[src/rtl/obf_seq_ctrl_if.sv]
// Fetch / generator / decode signal bundle for the obfuscated instruction sequencer.
interface obf_seq_ctrl_if #(
  parameter int unsigned PPC_WIDTH = 3,
  parameter int unsigned KEY_WIDTH = 8
);
  logic [31:0]          ref_insn_i;
  logic                 ref_valid_i;
  logic                 ref_ready_o;
  logic                 flush_i;
  logic                 en_i;
  logic [KEY_WIDTH-1:0] key_i;
  logic                 key_we_i;
  logic [31:0]          gen_insn_i;
  logic                 gen_last_i;
  logic                 gen_skip_i;
  logic [31:0]          gen_ref_o;
  logic [PPC_WIDTH-1:0] gen_ppc_o;
  logic [KEY_WIDTH-1:0] gen_key_o;
  logic                 gen_en_o;
  logic [31:0]          obf_insn_o;
  logic                 obf_valid_o;
  logic                 obf_ready_i;
  logic                 obf_first_o;
  logic                 seq_err_o;

  // Environment side: fetch, generator and decode.
  modport master (
    output ref_insn_i, ref_valid_i, flush_i, en_i, key_i, key_we_i,
           gen_insn_i, gen_last_i, gen_skip_i, obf_ready_i,
    input  ref_ready_o, gen_ref_o, gen_ppc_o, gen_key_o, gen_en_o,
           obf_insn_o, obf_valid_o, obf_first_o, seq_err_o
  );

  // Controller side.
  modport slave (
    input  ref_insn_i, ref_valid_i, flush_i, en_i, key_i, key_we_i,
           gen_insn_i, gen_last_i, gen_skip_i, obf_ready_i,
    output ref_ready_o, gen_ref_o, gen_ppc_o, gen_key_o, gen_en_o,
           obf_insn_o, obf_valid_o, obf_first_o, seq_err_o
  );
endinterface

[src/rtl/obf_seq_ctrl.sv]
// Obfuscated instruction sequencer: captures a fetch word, steps the substitution
// index through the generator's sequence and streams each word to decode.
module obf_seq_ctrl #(
  parameter int unsigned PPC_WIDTH = 3,
  parameter int unsigned KEY_WIDTH = 8
) (
  input logic           clk,
  input logic           rst,
  obf_seq_ctrl_if.slave bus
);

  typedef enum logic {IDLE, RUN} state_t;

  localparam logic [PPC_WIDTH:0] PPC_MAX = {1'b0, {PPC_WIDTH{1'b1}}};

  state_t               state, state_nxt;
  logic [PPC_WIDTH-1:0] ppc_q, ppc_nxt;
  logic [PPC_WIDTH:0]   ppc_sum;
  logic [31:0]          ref_q;
  logic [KEY_WIDTH-1:0] key_q, key_pend;
  logic                 key_pend_vld;
  logic                 en_q;
  logic                 err_q;
  logic                 capture;
  logic                 err_set;
  logic                 ref_ready;
  logic                 obf_valid;

  // Next-state, index stepping and handshake decode; flush overrides everything.
  always_comb begin
    state_nxt = state;
    ppc_nxt   = ppc_q;
    capture   = 1'b0;
    err_set   = 1'b0;
    ref_ready = 1'b0;
    obf_valid = 1'b0;
    ppc_sum   = {1'b0, ppc_q} + (bus.gen_skip_i ? (PPC_WIDTH+1)'(2) : (PPC_WIDTH+1)'(1));
    if (bus.flush_i) begin
      state_nxt = IDLE;
      ppc_nxt   = '0;
    end else begin
      case (state)
        IDLE: begin
          ref_ready = 1'b1;
          if (bus.ref_valid_i) begin
            capture   = 1'b1;
            state_nxt = RUN;
            ppc_nxt   = '0;
          end
        end
        RUN: begin
          obf_valid = 1'b1;
          ref_ready = bus.gen_last_i & bus.obf_ready_i;
          if (bus.obf_ready_i) begin
            if (bus.gen_last_i) begin
              ppc_nxt = '0;
              if (bus.ref_valid_i) capture = 1'b1;
              else state_nxt = IDLE;
            end else if (ppc_sum > PPC_MAX) begin
              err_set   = 1'b1;
              state_nxt = IDLE;
              ppc_nxt   = '0;
            end else begin
              ppc_nxt = ppc_sum[PPC_WIDTH-1:0];
            end
          end
        end
        default: state_nxt = IDLE;
      endcase
    end
  end

  // State and substitution index registers.
  always_ff @(posedge clk or posedge rst) begin
    if (rst) begin
      state <= IDLE;
      ppc_q <= '0;
    end else begin
      state <= state_nxt;
      ppc_q <= ppc_nxt;
    end
  end

  // Captured instruction, enable, key staging and sticky overrun flag.
  // A key write in the capture cycle bypasses the pending slot so it wins.
  always_ff @(posedge clk or posedge rst) begin
    if (rst) begin
      ref_q        <= '0;
      en_q         <= 1'b0;
      key_q        <= '0;
      key_pend     <= '0;
      key_pend_vld <= 1'b0;
      err_q        <= 1'b0;
    end else begin
      if (bus.key_we_i) key_pend <= bus.key_i;
      if (capture) begin
        ref_q        <= bus.ref_insn_i;
        en_q         <= bus.en_i;
        key_pend_vld <= 1'b0;
        if (bus.key_we_i) key_q <= bus.key_i;
        else if (key_pend_vld) key_q <= key_pend;
      end else if (bus.key_we_i) begin
        key_pend_vld <= 1'b1;
      end
      if (err_set) err_q <= 1'b1;
    end
  end

  assign bus.ref_ready_o = ref_ready & ~rst;
  assign bus.obf_valid_o = obf_valid & ~rst;
  assign bus.obf_insn_o  = bus.gen_insn_i;
  assign bus.obf_first_o = (ppc_q == '0);
  assign bus.gen_ref_o   = ref_q;
  assign bus.gen_ppc_o   = ppc_q;
  assign bus.gen_key_o   = key_q;
  assign bus.gen_en_o    = en_q;
  assign bus.seq_err_o   = err_q;

endmodule

[src/flat_wrapper.sv]
// flat-port wrapper written by rule: the top's interface ports become plain ports
module obf_seq_ctrl_flat 
#(
  parameter int unsigned PPC_WIDTH = 3,
  parameter int unsigned KEY_WIDTH = 8
)
  (clk, rst, bus_ref_insn_i, bus_ref_valid_i, bus_flush_i, bus_en_i, bus_key_i, bus_key_we_i, bus_gen_insn_i, bus_gen_last_i, bus_gen_skip_i, bus_obf_ready_i, bus_ref_ready_o, bus_gen_ref_o, bus_gen_ppc_o, bus_gen_key_o, bus_gen_en_o, bus_obf_insn_o, bus_obf_valid_o, bus_obf_first_o, bus_seq_err_o);
  obf_seq_ctrl_if #(.PPC_WIDTH(PPC_WIDTH), .KEY_WIDTH(KEY_WIDTH)) bus_i ();
  input logic clk;
  input logic rst;
  input wire logic [$bits(bus_i.ref_insn_i)-1:0] bus_ref_insn_i;
  input wire logic [$bits(bus_i.ref_valid_i)-1:0] bus_ref_valid_i;
  input wire logic [$bits(bus_i.flush_i)-1:0] bus_flush_i;
  input wire logic [$bits(bus_i.en_i)-1:0] bus_en_i;
  input wire logic [$bits(bus_i.key_i)-1:0] bus_key_i;
  input wire logic [$bits(bus_i.key_we_i)-1:0] bus_key_we_i;
  input wire logic [$bits(bus_i.gen_insn_i)-1:0] bus_gen_insn_i;
  input wire logic [$bits(bus_i.gen_last_i)-1:0] bus_gen_last_i;
  input wire logic [$bits(bus_i.gen_skip_i)-1:0] bus_gen_skip_i;
  input wire logic [$bits(bus_i.obf_ready_i)-1:0] bus_obf_ready_i;
  output wire logic [$bits(bus_i.ref_ready_o)-1:0] bus_ref_ready_o;
  output wire logic [$bits(bus_i.gen_ref_o)-1:0] bus_gen_ref_o;
  output wire logic [$bits(bus_i.gen_ppc_o)-1:0] bus_gen_ppc_o;
  output wire logic [$bits(bus_i.gen_key_o)-1:0] bus_gen_key_o;
  output wire logic [$bits(bus_i.gen_en_o)-1:0] bus_gen_en_o;
  output wire logic [$bits(bus_i.obf_insn_o)-1:0] bus_obf_insn_o;
  output wire logic [$bits(bus_i.obf_valid_o)-1:0] bus_obf_valid_o;
  output wire logic [$bits(bus_i.obf_first_o)-1:0] bus_obf_first_o;
  output wire logic [$bits(bus_i.seq_err_o)-1:0] bus_seq_err_o;
  assign bus_i.ref_insn_i = bus_ref_insn_i;
  assign bus_i.ref_valid_i = bus_ref_valid_i;
  assign bus_i.flush_i = bus_flush_i;
  assign bus_i.en_i = bus_en_i;
  assign bus_i.key_i = bus_key_i;
  assign bus_i.key_we_i = bus_key_we_i;
  assign bus_i.gen_insn_i = bus_gen_insn_i;
  assign bus_i.gen_last_i = bus_gen_last_i;
  assign bus_i.gen_skip_i = bus_gen_skip_i;
  assign bus_i.obf_ready_i = bus_obf_ready_i;
  assign bus_ref_ready_o = bus_i.ref_ready_o;
  assign bus_gen_ref_o = bus_i.gen_ref_o;
  assign bus_gen_ppc_o = bus_i.gen_ppc_o;
  assign bus_gen_key_o = bus_i.gen_key_o;
  assign bus_gen_en_o = bus_i.gen_en_o;
  assign bus_obf_insn_o = bus_i.obf_insn_o;
  assign bus_obf_valid_o = bus_i.obf_valid_o;
  assign bus_obf_first_o = bus_i.obf_first_o;
  assign bus_seq_err_o = bus_i.seq_err_o;
  obf_seq_ctrl #(.PPC_WIDTH(PPC_WIDTH), .KEY_WIDTH(KEY_WIDTH)) u_core (.clk(clk), .rst(rst), .bus(bus_i));
endmodule
[config.mk]
export PLATFORM = sky130hd
export DESIGN_NAME = obf_seq_ctrl_flat
export DESIGN_NICKNAME = d
export VERILOG_FILES = /design/src/rtl/obf_seq_ctrl_if.sv /design/src/rtl/obf_seq_ctrl.sv /design/src/flat_wrapper.sv
export SDC_FILE = /design/constraint.sdc
export NUM_CORES = 1
export LEC_CHECK = 0
export BUFFER_PORTS_ARGS = -buffer_cell sky130_fd_sc_hd__buf_2
export CAP_MARGIN = 30
export CORE_AREA = 10 10 88 90
export CTS_CLUSTER_DIAMETER = 120
export DETAILED_ROUTE_END_ITERATION = 12
export DIE_AREA = 0 0 98 100
export PLACE_DENSITY = 0.79
export SKIP_CTS_REPAIR_TIMING = 1
export SLEW_MARGIN = 10
export SYNTH_ARGS = -nofsm -noshare
export SYNTH_HDL_FRONTEND = slang
export SYNTH_SLANG_ARGS = --single-unit
[constraint.sdc]
create_clock -name clk -period 2.9 [get_ports clk]
set_input_delay 0.58 -clock clk [delete_from_list [all_inputs] [get_ports clk]]
set_output_delay 0.58 -clock clk [all_outputs]
set_load 0.01 [all_outputs]
### Yosys cells after proc, flatten, opt, wreduce, memory -nomap -nowiden

Cells that the tools add are included.

* memory bits (writable): 0
* memories kept: 0
* input bits: 81
* register bits: 55
* ROM bits: 0
* bits in latches: 0
* output and inout bits: 80

* shifts and indexed selects: 0
* $lt $le $gt $ge: 1
* muxes and demuxes: 30
* multipliers: 0
* equality and inequality tests: 2
* bitwise operators: 5
* $add $sub $neg: 1
* divide/modulo/power cells: 0
* reduce and logical (&&, ||, !) cells: 5

Operator list (number)
* $mux W1: 18
* $mux W8: 2
* $mux W3: 5
* $ne A3 B3 Y1 const B: 2
* $pmux W1 S2: 3
* $pmux W3 S2: 1
* $add A3 B4 Y4: 1
* $gt A4 B3 Y1 const B: 1
* $reduce_and A2 Y1: 2
* $reduce_bool A2 Y1: 2
* $and A1 B1 Y1: 3
* $logic_not A3 Y1: 1
* $mux W2: 1
* $not A1 Y1: 2

### Longest topological paths before layout

* depth after elaboration: 8
* mapped depth: 5

### Worst setup path after synthesis

Ideal clock, no wire load.

* kind: input port to output port
* start point: input port rst
* end point: output port bus_obf_valid_o
* stages on the path: 2
* setup slack: 0.202 ns
* arrival time: 2.118 ns
* buffers on the path: 0
* required time: 2.320 ns
* cell sequence: inv_1 > and3_2

* cells in the longest elaborated chain, start to end: 2

RTL lines
* from (decl): line flat_wrapper.sv:10 `input logic rst;`
* $not A1 Y1: line obf_seq_ctrl.sv:110 `assign bus.obf_valid_o = obf_valid & ~rst;`
* $and A1 B1 Y1: line obf_seq_ctrl.sv:110
* to (decl): line flat_wrapper.sv:27 `output wire logic [$bits(bus_i.obf_valid_o)-1:0] bus_obf_valid_o;`

Every way passes these cells.

### Worst setup path in the final report

* start point: register u_core.state
* end point: output port bus_ref_ready_o

* cells in the longest elaborated chain, start to end: 4

RTL lines
* from (decl): line obf_seq_ctrl.sv:16 `state_t state, state_nxt;`
* from (signal assigned): line obf_seq_ctrl.sv:79 `state <= state_nxt;`
* $not A1 Y1: line obf_seq_ctrl.sv:42 `case (state)`
* $pmux W1 S2 (*): line obf_seq_ctrl.sv:42
* $mux W1 (*): line obf_seq_ctrl.sv:38 `if (bus.flush_i) begin`
* $and A1 B1 Y1 (*): line obf_seq_ctrl.sv:109 `assign bus.ref_ready_o = ref_ready & ~rst;`
* to (decl): line flat_wrapper.sv:21 `output wire logic [$bits(bus_i.ref_ready_o)-1:0] bus_ref_ready_o;`

Every way passes the cells marked *; elsewhere a longest branch is shown, timed or not.

==> impl_metrics.env <==
export IMPL_final_fill_count=560
export IMPL_cp_arrival_ps=1260
export IMPL_area_delta_synth_final_pct=16.8
export IMPL_crit_slowest_cell="dfrtp_1"
export IMPL_drv_slew=0
export IMPL_worstSkewPairLatency_ps=290
export IMPL_grt_pass1_wl_um=8440
export IMPL_drc_errors=0
export IMPL_antenna_found_initial=0
export IMPL_overflow=0
export IMPL_power_uw=1820
export IMPL_async_reset_ff_share_pct=100
export IMPL_track_usage_pct=10.4
export IMPL_min_period_ps=1840
export IMPL_relSlewSlack_pct=54.9
export IMPL_rows=29
export IMPL_grt_max_degree=56
export IMPL_die_h_um=100
export IMPL_hold_viol_final=0
export IMPL_via_per_inst=4.78
export IMPL_grt_pass1_vias=1704
export IMPL_fin_nets=326
export IMPL_timing_worst_setup_path_type="reg -> out"
export IMPL_die_area_mm2=0.00980
export IMPL_outcome="completed"
export IMPL_ant_nets=0
export IMPL_ir_drop_mv=0.350
export IMPL_slowest_delay_ps=440
export IMPL_yosys_warnings=0
export IMPL_path_clk_slew_ps=90
export IMPL_fin_crit_sh_pct=63.6
export IMPL_io_buffers=96
export IMPL_fin_skew_ps=7.22
export IMPL_synth_area_mm2=0.00247
export IMPL_crit_required_ps=2320
export IMPL_rsz0062_at_grt="false"
export IMPL_startpoint_type="flip-flop"
export IMPL_path_cells="a21boi_4 > nor3_1 > buf_2"
export IMPL_die_w_um=98
export IMPL_drt_iter0_drc=34
export IMPL_initial_utilization_pct=40.4
export IMPL_seqCellArea_mm2=0.00138
export IMPL_htree_levels=2
export IMPL_synth_edf_count=0
export IMPL_dpl_cell_area_mm2=0.00279
export IMPL_hpwl_um=4240
export IMPL_finalSetupTns_ps=0
export IMPL_ctsLongestPathBuffers=2
export IMPL_cts_root_buffer="clkbuf_8"
export IMPL_drive_gt1_share_pct=66.3
export IMPL_synth_seq_cells=55
export IMPL_gp_congestion=0.711
export IMPL_clock_sinks=55
export IMPL_powerDensity_mw_per_mm2=629
export IMPL_cp_end_kind="output pin"
export IMPL_vias=1531
export IMPL_dr_pass1_iters=4
export IMPL_io_pins=161
export IMPL_syn_nets=257
export IMPL_synth_main_ff_cell="dfrtp_1"
export IMPL_wl_per_cell_um=16.6
export IMPL_synth_seq_area_share_pct=55.6
export IMPL_synth_area_per_cell_um2=14.3
export IMPL_hold_class="reg -> reg"
export IMPL_final_setup_viol_count=0
export IMPL_diodes=0
export IMPL_max_freq_mhz=542
export IMPL_worstPathMaxFanout=6
export IMPL_yosysUniqueCellTypes=25
export IMPL_design_area_mm2=0.00289
export IMPL_drv_cap=0
export IMPL_cts_tree="yes"
export IMPL_worstMarginPinSlew_ps=677
export IMPL_numCtsBuffers=5
export IMPL_core_area_mm2=0.00613
export IMPL_postSynthCellCount=173
export IMPL_p_leak_uw=0.00140
export IMPL_wl_um=5310
export IMPL_multiInputGateArea_um2=801
-- cell type report --
class                           count  share of cell area, %
Sequential cell                    55                   47.6
Multi-Input combinational cell     77                   27.7
Timing Repair Buffer               99                   17.4
Clock buffer                        8                   3.46
Tap cell                           77                   3.33
Inverter                            4                  0.519
-- synthesized netlist by cell type (2+ instances only) --
cell type / instances / area (um^2)
dfrtp_1: 55 / 1380
mux2_2: 48 / 541
buf_4: 34 / 255
inv_1: 4 / 15.0
o21ai_0: 4 / 20.0
nor2_1: 3 / 11.3
a21oi_1: 2 / 10.0
buf_6: 2 / 22.5
ha_1: 2 / 25.0
mux2_1: 2 / 22.5
nor3_1: 2 / 10.0
o2bb2ai_1: 2 / 17.5
-- metal layers --
| metal | global-route usage, % | part of all wire (%) |
|---|---|---|
| met4 | 3.58 | 0.58 |
| met2 | 17.6 | 52 |
| met3 | 5.01 | 10 |
| met1 | 11.2 | 37 |
| met5 | 0 | 0 |
-- placed cells by master (no fill, tap or decap), types with 2 or more instances in the layout --
cell,count
nor3_1,2
inv_1,3
clkbuf_8,7
mux2_2,48
o21ai_0,4
dfrtp_1,55
nor2_1,3
buf_2,96
a21oi_1,2
ha_1,2
mux2_1,2
buf_4,3
o2bb2ai_1,2
-- flip-flops by register name, summed over array words and instances (netlist names) --
| signal | flops |
|---|---|
| u_core.bus.gen_ref_o | 32 |
| u_core.bus.gen_key_o | 8 |
| u_core.key_pend | 8 |
| u_core.bus.gen_ppc_o | 3 |
| u_core.bus.gen_en_o | 1 |
| u_core.bus.seq_err_o | 1 |
| u_core.key_pend_vld | 1 |
| u_core.state | 1 |
-- power breakdown --
part	switching (uW)	internal [uW]
logic	199	216
clock network	233	219
registers	58.8	894
total	490	1330
-- logic make-up after synthesis --
logic type	after synthesis	synth area share (%)
multiplexers	50	22.8
AO/OA/AOI/OAI	12	3.74
buffers and inverters	41	12.0
AND/OR/NAND/NOR	12	4.05
flip-flops	55	55.6
adder cells (fa/ha/maj)	3	1.82
-- path summary, 6_finish.rpt --
path | start | endpoint | slack (ps) | cells past startpoint
max reg2reg | u_core.state$_DFF_PP0_ | u_core.bus.gen_key_o[5]$_DFFE_PP0P_ | 1200 | 3
min in group asynchronous | rst | u_core.bus.seq_err_o$_DFFE_PP0P_ | 490 | 3
min | u_core.bus.seq_err_o$_DFFE_PP0P_ | u_core.bus.seq_err_o$_DFFE_PP0P_ | 480 | 1
max in group asynchronous | rst | u_core.bus.gen_key_o[1]$_DFFE_PP0P_ | 1970 | 3
max | u_core.state$_DFF_PP0_ | bus_ref_ready_o | 1060 | 3
min reg2reg | u_core.bus.seq_err_o$_DFFE_PP0P_ | u_core.bus.seq_err_o$_DFFE_PP0P_ | 480 | 1
-- worst max-delay path: cells and delay by family (launching register included) --
| kind | cells | cell delay [ps] |
|---|---|---|
| buffers and inverters | 1 | 150 |
| AND/OR/NAND/NOR | 1 | 80 |
| flip-flops | 1 | 440 |
| AO/OA/AOI/OAI | 1 | 300 |
-- through the flow --
stage	util, %	instances	worst slack [ps]	hold slack [ps]
floorplan	-	173	202	468
global placement	45.5	312	966	456
detailed placement	45.5	312	914	452
CTS	47.2	320	1040	475
global route	47.2	320	953	488
finish	47.2	320	1060	477
Note: power is estimated with default switching activity, not from simulation.
